### config.mk
export PLATFORM = sky130hd
export DESIGN_NAME = icache_direct
export DESIGN_NICKNAME = d
export VERILOG_FILES = /design/src/rtl/icache_direct.sv
export SDC_FILE = /design/constraint.sdc
export NUM_CORES = 1
export LEC_CHECK = 0
export CORE_MARGIN = 8
export CORE_UTILIZATION = 30
export CTS_CLUSTER_DIAMETER = 50
export DETAILED_ROUTE_END_ITERATION = 16
export GPL_TIMING_DRIVEN = 0
export PLACE_DENSITY = 0.41
export SETUP_SLACK_MARGIN = 0.02
export SYNTH_ARGS = -nofsm -noshare
export SYNTH_HDL_FRONTEND = slang
export SYNTH_SLANG_ARGS = --single-unit
### constraint.sdc
create_clock -name CLK -period 8.4 [get_ports CLK]
set_input_delay 2.1 -clock CLK [delete_from_list [all_inputs] [get_ports CLK]]
set_output_delay 2.1 -clock CLK [all_outputs]
set_load 0.02 [all_outputs]
### src/rtl/icache_direct.sv
// icache_direct: direct-mapped, read-only instruction cache between the
// datapath fetch port and the memory controller instruction port.
// Hits answer combinationally; a miss issues one word read and fills the frame.
// Optional hit/miss counters are enabled by defining ICACHE_STATS_EN.
module icache_direct #(
  parameter int NUM_SETS = 16,
  parameter int WORD_W   = 32
) (
  input  logic              CLK,
  input  logic              RST,
  input  logic              imemREN,
  input  logic [WORD_W-1:0] imemaddr,
  input  logic              halt,
  output logic              ihit,
  output logic [WORD_W-1:0] imemload,
  output logic              iREN,
  output logic [WORD_W-1:0] iaddr,
  input  logic              iwait,
  input  logic [WORD_W-1:0] iload
`ifdef ICACHE_STATS_EN
  ,
  output logic [31:0]       hit_count,
  output logic [31:0]       miss_count
`endif
);

  localparam int IDX_W = $clog2(NUM_SETS);
  localparam int TAG_W = WORD_W - IDX_W - 2;

  typedef enum logic {IDLE, MISS} state_t;

  state_t            state_q, state_d;
  logic [WORD_W-1:0] miss_addr_q, miss_addr_d;

  logic [NUM_SETS-1:0] valid_q;
  logic [TAG_W-1:0]    tag_q  [NUM_SETS];
  logic [WORD_W-1:0]   data_q [NUM_SETS];

  logic [IDX_W-1:0] req_idx, fill_idx;
  logic [TAG_W-1:0] req_tag, fill_tag;
  logic             req_ok, hit, miss_start, fill;

  // Byte-offset bits select nothing: every fetch is a whole word.
  logic unused_byte_bits;
  assign unused_byte_bits = ^imemaddr[1:0];

  assign req_idx  = imemaddr[IDX_W+1:2];
  assign req_tag  = imemaddr[WORD_W-1:IDX_W+2];
  assign fill_idx = miss_addr_q[IDX_W+1:2];
  assign fill_tag = miss_addr_q[WORD_W-1:IDX_W+2];

  // A halted datapath may still read cached words... but a halt blocks the
  // hit too, so a halted request simply sees ihit=0 and starts nothing.
  assign req_ok     = (state_q == IDLE) && !RST && imemREN && !halt;
  assign hit        = req_ok && valid_q[req_idx] && (tag_q[req_idx] == req_tag);
  assign miss_start = req_ok && !hit;
  // A fill lands on the edge where memory drops iwait, unless reset wins.
  assign fill       = (state_q == MISS) && !iwait && !RST;

  // State register: control state and the latched miss address.
  always_ff @(posedge CLK) begin
    if (RST) begin
      state_q     <= IDLE;
      miss_addr_q <= '0;
    end else begin
      state_q     <= state_d;
      miss_addr_q <= miss_addr_d;
    end
  end

  // Next-state logic: a started fill always runs to completion.
  always_comb begin
    state_d     = state_q;
    miss_addr_d = miss_addr_q;
    case (state_q)
      IDLE: begin
        if (miss_start) begin
          state_d     = MISS;
          miss_addr_d = {imemaddr[WORD_W-1:2], 2'b00};
        end
      end
      MISS: begin
        if (!iwait) state_d = IDLE;
      end
      default: state_d = IDLE;
    endcase
  end

  // Output logic: everything is forced quiet while reset is held.
  always_comb begin
    ihit     = 1'b0;
    imemload = '0;
    iREN     = 1'b0;
    iaddr    = '0;
    if (!RST) begin
      case (state_q)
        IDLE: begin
          ihit     = hit;
          imemload = hit ? data_q[req_idx] : '0;
        end
        MISS: begin
          iREN  = 1'b1;
          iaddr = miss_addr_q;
        end
        default: ;
      endcase
    end
  end

  // Valid bits: cleared by reset, set by a completed fill.
  always_ff @(posedge CLK) begin
    if (RST) valid_q <= '0;
    else if (fill) valid_q[fill_idx] <= 1'b1;
  end

  // Tag and data storage: overwritten unconditionally on fill (no reset needed).
  always_ff @(posedge CLK) begin
    if (fill) begin
      tag_q[fill_idx]  <= fill_tag;
      data_q[fill_idx] <= iload;
    end
  end

`ifdef ICACHE_STATS_EN
  logic [31:0] hit_count_q, miss_count_q;

  function automatic logic [31:0] sat_inc(input logic [31:0] v);
    return (v == 32'hFFFF_FFFF) ? v : v + 32'd1;
  endfunction

  // Saturating hit and miss counters.
  always_ff @(posedge CLK) begin
    if (RST) begin
      hit_count_q  <= '0;
      miss_count_q <= '0;
    end else begin
      if (hit)        hit_count_q  <= sat_inc(hit_count_q);
      if (miss_start) miss_count_q <= sat_inc(miss_count_q);
    end
  end

  assign hit_count  = hit_count_q;
  assign miss_count = miss_count_q;
`endif

endmodule
# [After elaboration in Yosys (flattened, before gate mapping)]
# Memories as Yosys holds them, arrays and structs flattened.
# Index checks and enable logic that the tools add are counted.
[op_classes] eq_ne=1 reduce_logical=14 n_mux=18 bitwise=2 order_cmp=3
[ops] cell="32-bit two-way mux" count=5
[ops] cell="26-bit == test" count=1
[ops] cell="16-bit OR" count=1
[ops] cell="4-bit by 5-bit < comparator with 1-bit output (second input constant)" count=2
[ops] cell="1-bit two-way mux" count=10
[ops] cell="1-bit logical AND" count=9
[ops] cell="1-bit binary-select mux with 4-bit select" count=1
[ops] cell="1-bit demux with 4-bit select" count=1
[ops] cell="4-bit by 1-bit greater-or-equal comparator with 1-bit output (second input constant)" count=1
[ops] cell="1-bit zero test" count=4
[ops] cell="1-bit case mux with 2 select lines" count=1
[ops] cell="2-bit AND reduction" count=1
[ops] cell="1-bit inverter" count=1
[totals] in_bits=69 mem_count=2 ram_bits=928 out_inout_bits=66 ff_bits=47 elab_cells=43
[memory_table] name="data_q" depth=16 width=32 read_ports=1 rd_clocked_by_memory_dff=0 write_ports=1 line="37" source="logic [WORD_W-1:0] data_q [NUM_SETS];"
[memory_table] name="tag_q" depth=16 width=26 read_ports=1 rd_clocked_by_memory_dff=0 write_ports=1 line="36" source="logic [TAG_W-1:0] tag_q [NUM_SETS];"

# [Logic depth before layout (Yosys ltp)]
[logic_depth] depth_word=10 depth_mapped=14

# [Worst setup path before layout]
# No wires, ideal clock.
[synth_path] path_kind="input port to flip-flop" startpoint="input port RST" endpoint="memory data_q[0][0] (enable)" required_time_ps=7853 arrival_time_ps=6729 n_path_buf=0 stages=3 setup_ps=547 slack_ps=1123 path_cell_list="nand2b_1 or4_1 nor3_1"
[synth_between] elab_chain_len=4
[synth_rtl] element="from (decl)" line="10" source="input logic RST,"
[synth_rtl] element="1-bit zero test"
[synth_rtl] element="1-bit logical AND" line="58" source="assign fill = (state_q == MISS) && !iwait && !RST;"
[synth_rtl] element="1-bit two-way mux" line="118" source="if (fill) begin"
[synth_rtl] element="1-bit two-way mux (implied by the code)" line="120" source="data_q[fill_idx] <= iload;"
[synth_rtl] element="to (decl)" line="37"
# Every way passes these cells.

# [Worst setup path in the final report]
[layout_path] startpoint="input port imemaddr[28]" endpoint="output port imemload[4]"
[layout_between] elab_chain_len=5
[layout_rtl] element="from (decl)" line="12" source="input logic [WORD_W-1:0] imemaddr,"
[layout_rtl] element="26-bit == test" line="55" source="assign hit = req_ok && valid_q[req_idx] && (tag_q[req_idx] == req_tag);"
[layout_rtl] element="1-bit logical AND" line="55"
[layout_rtl] element="32-bit two-way mux" line="99" source="imemload = hit ? data_q[req_idx] : '0;"
[layout_rtl] element="32-bit two-way mux" line="96" source="case (state_q)"
[layout_rtl] element="32-bit two-way mux" line="95" source="if (!RST) begin"
[layout_rtl] element="to (decl)" line="15" source="output logic [WORD_W-1:0] imemload,"
# Every way passes these cells.

==> flow_summary.toml <==
[place]
portBuffers = 124
place_congestion = 0.767
dp_hpwl_um = 80000
dp_slack_ns = -1.68

[pwr]
p_leak_nw = 15.1
swShare = 0.215
power_switching_mw = 2.46
pwr-share-clk = 0.484
pwr-share-comb = 0.045
internal_power_mw = 8.99
cellPowerDensity_nw_per_um2 = 238
seq_power_share = 0.471
max-vdd-ir-drop_mv = 0.219
total_power_mw = 11.5

[worst_setup_path]
cp-endpoint = "imemload[4]"
rrSetupSlack_ns = 5.00
crit_fanout = 10
arrival_ns = 6.12
critPathKind = "input port to output pin"
ff2ff_path_depth = 9
crit_path_start_kind = "input port"
critPathRequiredTime_ns = 6.30
r2r_start = "tag_q[13][22]"
cp-startpoint = "imemaddr[28]"
worst_r2r_endpoint = "state_q"
cp-end-kind = "output pin"

[floorplan]
die-area_um2 = 141000
rows = 132
die_w_um = 375
coreArea_um2 = 129000
io_pins = 135
initial_core_util = 0.301
die_h_um = 375

[sta]
fin_tns_setup_ns = 0
worst_slack_ns = 0.180
finalSetupViolCount = 0
rsz0062_at_grt = "no"
slew_headroom = 0.291
fmax_mhz = 122
hold_viol = 0
post-route-period-util = 0.979
final.setup_skew_ns = 0.0237
post-route-min-period_ns = 8.22
tightest_slew_ns = 1.06
drv_slew = 0
hold_ws_ns = 0.474

[logic_synthesis]
postSynth.asyncResetShare = 0
synthCells = 1875
ys_ff_latch = 975
ys_seq_area_frac = 0.744
synth_compound_area_frac = 0.0166
synthAdderAreaFrac = 0
synth.area.mux_share = 0.166
synth-xor-area-share = 0.0101
synth-simple-area-share = 0.0483
ys_warn_count = 0
synth_area_um2 = 38700
avgSynthCellArea_um2 = 20.6
synth_edf_count = 928
synth_top_family_by_area = "multiplexers"
ys_types = 53
ys.flop_type = "edfxtp_1"

[cts]
cts_sinks = 975
clock-root-buffer = "clkbuf_16"
path_clk_slew_ns = 0.05
cts_tree = "done"
clock_path_buffers = 3
h-tree-depth = 4
numCtsBuffers = 130
clk_latency_ns = 0.74

[flow_run]
cap_viol_max_count = 0

[finish]
drive_above_1_share = 0.282
nNetsFinal = 2286
area_growth_pct = 24.4
n_fill_cell = 11800
mostFrequentLayoutCells = "edfxtp_1, mux4_2, clkbuf_16"
final_core_util = 0.374
layout_commonest_cell = "edfxtp_1"

[routing]
detail_route.iter0.violations = 1809
drc = 0
vias = 20400
vias_per_cell = 5.10
wl_per_cell_um = 29.9
totalWireLength_um = 119000
drt_pass1_iterations = 6
ant_nets = 0

[worst_hold_path]
hold_start = "valid_q[6]"
min_path_type = "register to register"

[global_routing]
grt_pass1_wl_um = 168000
overflow = 0
antenna_found_initial = 4
grt_max_degree = 20
track_usage = 0.168
grt_pass1_vias = 21800

[run_status]
status = "completed"
## timing repair
item / in CTS / in global routing
setup buffers: 3 / 0
hold buffers: 0 / 0
resized for setup: 102 / 11
pin swaps: 3 / 2
endpoints found under the setup margin: 33 / 21
## cells by family (layout without fill, tap and decap cells)
| family | Yosys count | count (layout) |
|---|---|---|
| DFF | 975 | 975 |
| xor gates and xnor gates | 44 | 44 |
| and+or+nand+nor | 321 | 321 |
| other | 1 | 4 |
| AOI/OAI and AO/OA | 97 | 97 |
| muxes | 315 | 315 |
| buffers and inverters | 122 | 563 |
## worst min path at each step
stage	end	cells after the start	slack, ns
final	valid_q[6]	2	0.47
after global placement	valid_q[10]	2	0.45
after detailed placement	valid_q[8]	2	0.46
after global routing	valid_q[10]	2	0.49
after CTS	valid_q[8]	2	0.47
after floorplan	valid_q[14]	2	0.43
## cell usage after synthesis (all sizes together), types with 4 or more instances
cell type / instances / area [um2]
nor3: 16 / 80.1
nand2: 9 / 33.8
o21ai: 32 / 160
nor2b: 37 / 231
clkbuf: 54 / 203
edfxtp: 928 / 27900
a21oi: 6 / 30.0
mux2i: 52 / 521
dfxtp: 47 / 941
mux4: 261 / 5880
and2: 64 / 400
and4: 4 / 36.3
nor3b: 28 / 210
xnor2: 37 / 332
nand4: 36 / 225
a22oi: 36 / 270
nand2b: 9 / 56.3
a31oi: 4 / 25.0
a221oi: 5 / 43.8
xor2: 7 / 61.3
nand3: 38 / 190
nor2: 55 / 206
buf: 65 / 362
## flip-flops by register name (all words and copies together), names as in the netlist
name         cells
tag_q          416
miss_addr_q     30
data_q         512
state_q          1
valid_q         16
## power groups by stage
| stage | Combinational [mW] | Clock [mW] | Sequential (mW) |
|---|---|---|---|
| after floorplan | 0.289 | 0 | 5.47 |
| after global placement | 0.502 | 0 | 5.49 |
| after detailed placement | 0.514 | 0 | 5.49 |
| after CTS | 0.525 | 5.69 | 5.39 |
| after global routing | 0.549 | 5.87 | 5.40 |
| final | 0.515 | 5.54 | 5.40 |
## metrics by stage
stage / instances / instance area (um2)
after floorplan: 1876 / 38700
after global placement: 3675 / 42100
after detailed placement: 3758 / 43500
after CTS: 3993 / 48100
after global routing: 3992 / 48200
final: 3994 / 48200
## per-layer routing
layer	GRT usage	up-vias	wire, um
li1	-	8520	-
met1	0.223	11000	51500
met2	0.282	659	59000
met3	0.0349	152	6390
met4	0.0409	0	2430
met5	0	-	0
## layout make-up
class	instances	area, um2	area share
diodes	2	5.00	0.000104
repair buffers	210	2640	0.0549
well taps	1675	2100	0.0435
plain buffers	118	783	0.0163
multi-input cells	779	9470	0.197
clock inverters	70	825	0.0171
flip-flops and latches	975	28800	0.598
inverters	3	11.3	0.000234
clock buffers	162	3520	0.0730
## critical path, stage by stage
cell and delay, ns:
clkdlybuf4s50_1 0.65, xnor2_1 0.42, nor2_1 0.08, or4_1 0.46, or4b_1 0.60, nor4_2 0.32, and4_4 0.35, buf_12 0.15
buf_6 0.17, and2_1 0.17, clkdlybuf4s50_1 0.61
Note: power is estimated with default switching activity, not from simulation.
